$ cat config.mk
export PLATFORM = sky130hd
export DESIGN_NAME = mux_tdm_81
export DESIGN_NICKNAME = d
export VERILOG_FILES = /design/src/rtl/mux_tdm_81.sv
export SDC_FILE = /design/constraint.sdc
export NUM_CORES = 1
export LEC_CHECK = 0
export CAP_MARGIN = 10
export CORE_MARGIN = 1
export CORE_UTILIZATION = 31
export CTS_CLUSTER_SIZE = 28
export DETAILED_ROUTE_END_ITERATION = 10
export PLACE_DENSITY = 0.54
export SLEW_MARGIN = 20
export SYNTH_ARGS = -nofsm -noshare
export SYNTH_HDL_FRONTEND = slang
export SYNTH_SLANG_ARGS = --single-unit
$ cat constraint.sdc
create_clock -name clk -period 2.6 [get_ports clk]
set_clock_uncertainty 0.1 [all_clocks]
set_input_delay 0.65 -clock clk [delete_from_list [all_inputs] [get_ports clk]]
set_output_delay 0.65 -clock clk [all_outputs]
set_load 0.005 [all_outputs]
$ cat src/rtl/mux_tdm_81.sv
// Transmit side of the 8-line TDM link: snapshots I0..I7 at each frame start and
// serialises them one slot at a time, tagging every bit with its slot index.
module mux_tdm_81 #(
  parameter int unsigned SLOT_CYCLES = 1
) (
  input  logic clk,
  input  logic reset,
  input  logic enable,
  input  logic I0,
  input  logic I1,
  input  logic I2,
  input  logic I3,
  input  logic I4,
  input  logic I5,
  input  logic I6,
  input  logic I7,
  output logic y,
  output logic s1,
  output logic s2,
  output logic s3,
  output logic valid,
  output logic frame_sync,
  output logic frame_done
);

  localparam logic       IDLE     = 1'b0;
  localparam logic       RUN      = 1'b1;
  localparam logic [3:0] HOLD_MAX = 4'(SLOT_CYCLES - 1);

  logic       state_q,  state_d;
  logic [7:0] shadow_q, shadow_d;
  logic [2:0] slot_q,   slot_d;
  logic [3:0] hold_q,   hold_d;
  logic       y_q,      y_d;
  logic       valid_q,  valid_d;
  logic       sync_q,   sync_d;
  logic       done_q,   done_d;

  logic [7:0] inLines;
  logic [2:0] slotNext;
  logic       slotEnd;
  logic       frameEnd;
  logic       startFrame;

  assign inLines    = {I7, I6, I5, I4, I3, I2, I1, I0};
  assign slotNext   = slot_q + 3'd1;
  assign slotEnd    = (state_q == RUN) && (hold_q == HOLD_MAX);
  assign frameEnd   = slotEnd && (slot_q == 3'd7);
  // enable only matters at a frame boundary: in IDLE or at the end of slot 7
  assign startFrame = enable && ((state_q == IDLE) || frameEnd);

  always_comb begin
    state_d  = state_q;
    shadow_d = shadow_q;
    slot_d   = slot_q;
    hold_d   = hold_q;
    y_d      = y_q;
    valid_d  = valid_q;
    sync_d   = sync_q;
    done_d   = 1'b0;

    if (frameEnd) begin
      done_d = 1'b1;
    end

    if (startFrame) begin
      state_d  = RUN;
      shadow_d = inLines;
      slot_d   = 3'd0;
      hold_d   = 4'd0;
      y_d      = inLines[0];
      valid_d  = 1'b1;
      sync_d   = 1'b1;
    end else if (frameEnd) begin
      state_d = IDLE;
      slot_d  = 3'd0;
      hold_d  = 4'd0;
      y_d     = 1'b0;
      valid_d = 1'b0;
      sync_d  = 1'b0;
    end else if (slotEnd) begin
      slot_d = slotNext;
      hold_d = 4'd0;
      y_d    = shadow_q[slotNext];
      sync_d = 1'b0;
    end else if (state_q == RUN) begin
      hold_d = hold_q + 4'd1;
    end
  end

  always_ff @(posedge clk or posedge reset) begin
    if (reset) begin
      state_q  <= IDLE;
      shadow_q <= 8'd0;
      slot_q   <= 3'd0;
      hold_q   <= 4'd0;
      y_q      <= 1'b0;
      valid_q  <= 1'b0;
      sync_q   <= 1'b0;
      done_q   <= 1'b0;
    end else begin
      state_q  <= state_d;
      shadow_q <= shadow_d;
      slot_q   <= slot_d;
      hold_q   <= hold_d;
      y_q      <= y_d;
      valid_q  <= valid_d;
      sync_q   <= sync_d;
      done_q   <= done_d;
    end
  end

  // slot_q is forced to 0 outside a frame, so it drives the index lines directly
  assign y          = y_q;
  assign s1         = slot_q[0];
  assign s2         = slot_q[1];
  assign s3         = slot_q[2];
  assign valid      = valid_q;
  assign frame_sync = sync_q;
  assign frame_done = done_q;

endmodule

* Yosys cells after proc, flatten, opt, wreduce, memory -nomap -nowiden
Cells that the tools add are included.
** Operators by class
- Add/subtract/negate cells :: 2
- Magnitude comparators :: 1
- Eq/ne operators :: 1
- Multiplexer cells :: 18
- Bitwise gates (word level) :: 1
- Reductions and logical operators :: 8
** Operator list (count)
- $mux W4 :: 4
- $mux W1 :: 10
- $mux W3 :: 3
- $add A4 B1 Y4 const B :: 1
- $logic_not A4 Y1 :: 1
- $lt A3 B4 Y1 const B :: 1
- $reduce_bool A4 Y1 :: 1
- $add A3 B1 Y3 const B :: 1
- $bmux W1 S3 :: 1
- $eq A3 B3 Y1 const B :: 1
- $logic_and A1 B1 Y1 :: 3
- $reduce_bool A3 Y1 :: 1
- $reduce_bool A2 Y1 :: 1
- $logic_or A1 B1 Y1 :: 1
- $not A1 Y1 :: 1
** Storage, ports and cells
- Flip-flop bits (word level) :: 19
- Input bits :: 11
- Output and inout port bits :: 7
- Word-level logic and storage cells :: 38

* Longest topological paths before layout
- Word-level depth :: 6
- Gate-level depth with buffers :: 6
- Depth with buffers taken out :: 5

* Worst setup path before layout
Ideal clock, no wire load.
- Path type :: reg2reg
- Start point :: reg slot_q[0]
- End point :: reg shadow_q[0]
- Library setup time :: 0.125 ns
- Arrival :: 1.668 ns
- Required time :: 2.375 ns
- Path slack :: 0.707 ns
- Stages on the path, launching flop included :: 6
- Cells stage by stage :: dfrtp_1 ha_1 ha_1 nor4bb_4 o21ai_4 mux2_4
** On the way
- Longest elaborated chain between the ends :: 4
** Ends and longest elaborated chain
- start, declared :: line 32 : logic [2:0] slot_q, slot_d;
- start signal, assigned :: line 104 : slot_q <= slot_d;
- $eq A3 B3 Y1 :: line 48 : assign frameEnd = slotEnd && (slot_q == 3'd7);
- $logic_and A1 B1 Y1 :: line 48
- $logic_or A1 B1 Y1 :: line 50 : assign startFrame = enable && ((state_q == IDLE) || frameEnd);
- $logic_and A1 B1 Y1 :: line 50
- end signal, assigned :: line 103 : shadow_q <= shadow_d;
- end, declared :: line 31 : logic [7:0] shadow_q, shadow_d;
Every way passes these cells.
A chain may end at the register's enable or synchronous reset.

* Worst setup path after layout
- Start point :: reg valid_q (netlist: valid)
- End point :: out valid
** RTL lines
- start, declared :: line 35 : logic valid_q, valid_d;
- start signal, assigned :: line 107 : valid_q <= valid_d;
- end, declared :: line 21 : output logic valid,
No word-level cell between the ends.

==> metrics.txt <==
Synth warnings 0; Port Buffers 17; Die W just under 60 um; synth top area cells dfrtp_1, mux2_4, ha_1; cell leakage power 0.570 nW; GRT Overall Usage ~12%; CTS Buf Count 3; First-pass DRT Iterations 4; number of antenna violations at the first check in global routing 0; total grt overflow 0; # clock sinks 19; Hold Path Stages 1; Arrival @ worst endpoint between 1 and 1.5 ns; Worst EP required 1.85 ns; placed cell area roughly 1200 um2; max incr delay on CP about 0.56 ns; vias in the first global route about 680; nets@finish between 100 and 150; Core Rows 20; Synth Instances 79; number of max-cap violations 0; fill cell count slightly above 300; register area 475 um2; DRC 0; cell depth of the worst setup path 1; post-route cell area roughly 1200 um2; Via density approximately 4.6; sequential fraction of the synthesis area 48.5%; Final GP Congestion around 0.75; min-delay worst type flip-flop to flip-flop; library cells used by synthesis 27; post-synth top area cell dfrtp_1; CP Capture Type output port; via count 645; RSZ-0062 raised after global routing false; Iter 0 DRT Violations 20; GR Util met1 between 10 and 15%; worst path cell trace clkdlybuf4s50_1; Slew Limit Fails 0; power density over the cells just under 900 nW/um2; Routed WL per cell approximately 12 um; ant diodes 0; actual slew at the worst max-slew pin about 0.74 ns; gr busiest metal met2; Post-CTS Hold Buffers 0; die height ~58 um; R2R Setup Slk approximately 0.57 ns; commonest cells after routing, fill and taps aside dfrtp_1, clkdlybuf4s50_1, mux2_4, nand2_1, inv_1; dpl hpwl 1260 um; worst-path fanout max 9; clock slew at reported path FFs ~0.12 ns; min Tclk post-route 2.16 ns; Layout area overhead 24.0%; # resized after CTS 0; Max Fclk about 460 MHz; Critical R2R Launch slot_q[0]; CP max stage cell clkdlybuf4s50_1; met3 usage 4.02%; syn nets 94; Final period util 83.2%; Setup TNS 0 ns; Routed Antenna Nets 0; R2R cell count 5; most common cell after layout, fill and taps aside dfrtp_1; worst setup path start valid; CP startpoint kind flip-flop; crit path capture valid; CTS H-Tree Depth 1; post-synthesis instance area approximately 980 um2; Post CTS Setup Buffer Count 0; Worst Setup Path Type flip-flop to output port; num ports 18; Syn Area/Cell about 12 um2; Final setup viols 0; clk buf depth 2; die area 3390 um2; #FFs+latches synth 19; worst path buffer plus inverter count 1; status complete, no violations; GR Util met2 between 10% and 20%; first-pass GRT wire length 2910 um; core footprint between 3000 and 4000 um2; Worst Hold Launch shadow_q[6]; multi-input logic area roughly 470 um2; root buffer selected by CTS clkbuf_4; Crit Reg-Reg Endpoint shadow_q[7]; Initial Utilization about a third; maximum vdd ir drop 387 uV; CTS tree built; Worst-Skew Late Latency about 0.3 ns; largest net degree at the start of global routing 20; DRT Wirelength 1680 um; Synth top area share between 40% and 50%; Hold Fails Final Rpt 0; worst relative slew slack around half; share of post-route cells with drive strength above 1 17.5%; Crit path max-delay family buffers and inverters
-- synthesized netlist by cell type --
cell type,count
nand3b_1,1
o221ai_1,1
inv_1,5
o22ai_1,2
o21ai_4,1
dfrtp_1,19
nor2_1,3
mux4_2,2
or3b_1,1
a32o_1,1
xor2_1,1
o21ai_0,1
nand2_1,8
nor4bb_4,1
nor2b_1,1
a21oi_1,3
buf_2,2
mux2i_1,2
nand2b_1,4
o21bai_1,1
or3_1,1
nand3_1,3
nand4bb_1,1
ha_1,4
mux2_4,8
inv_2,1
buf_4,1
-- stage by stage --
stage	worst slack (ns)	utilization (%)	hold slack, ns	power, mW	instances
floorplan	0.707	-	0.376	0.774	79
global placement	0.560	39.3	0.388	0.919	137
detailed placement	0.548	39.3	0.391	0.922	137
CTS	0.427	40.2	0.424	1.08	141
global route	0.381	40.2	0.435	1.15	141
finish	0.436	40.2	0.419	1.06	141
-- cells by family (layout without fill, tap and decap cells) --
group / after synthesis / in the layout / synth area share, %
buf+inv: 9 / 27 / 4.08
fa+ha+maj: 4 / 4 / 5.10
simple gates: 24 / 24 / 14.9
xor+xnor: 1 / 1 / 0.893
mux: 12 / 12 / 18.9
flops: 19 / 19 / 48.5
compound gates: 10 / 10 / 7.65
-- worst min-delay path by stage --
stage	to	slack, ns
4_1_cts	shadow_q[6]	0.42
3_5_place_dp	shadow_q[6]	0.39
5_1_grt	shadow_q[4]	0.44
6_report	shadow_q[6]	0.42
2_1_floorplan	shadow_q[5]	0.38
3_3_place_gp	frame_sync	0.39
-- cell type report --
cell class,count,share of cell area (%)
sequential,19,39.1
tap,44,4.53
clock inverter,1,0.412
timing repair buffer,17,14.0
clock buffer,3,1.85
multi-input combinational,51,38.3
inverter,6,1.85
-- sequential cells by signal, summed over array words and instances (netlist names) --
signal      flops
shadow_q        8
hold_q          4
slot_q          3
frame_done      1
frame_sync      1
valid           1
y               1
-- where the power goes --
part | internal [mW] | switching, mW
clock | 0.0573 | 0.0963
combinational | 0.264 | 0.156
sequential | 0.391 | 0.0946
-- layer usage --
layer  vias up  routed length (um)
li1        310                   -
met3         2                  65
met4         0                  10
met1       319                 786
met2        14                 819
met5         -                   0
Note: power is estimated with default switching activity, not from simulation.
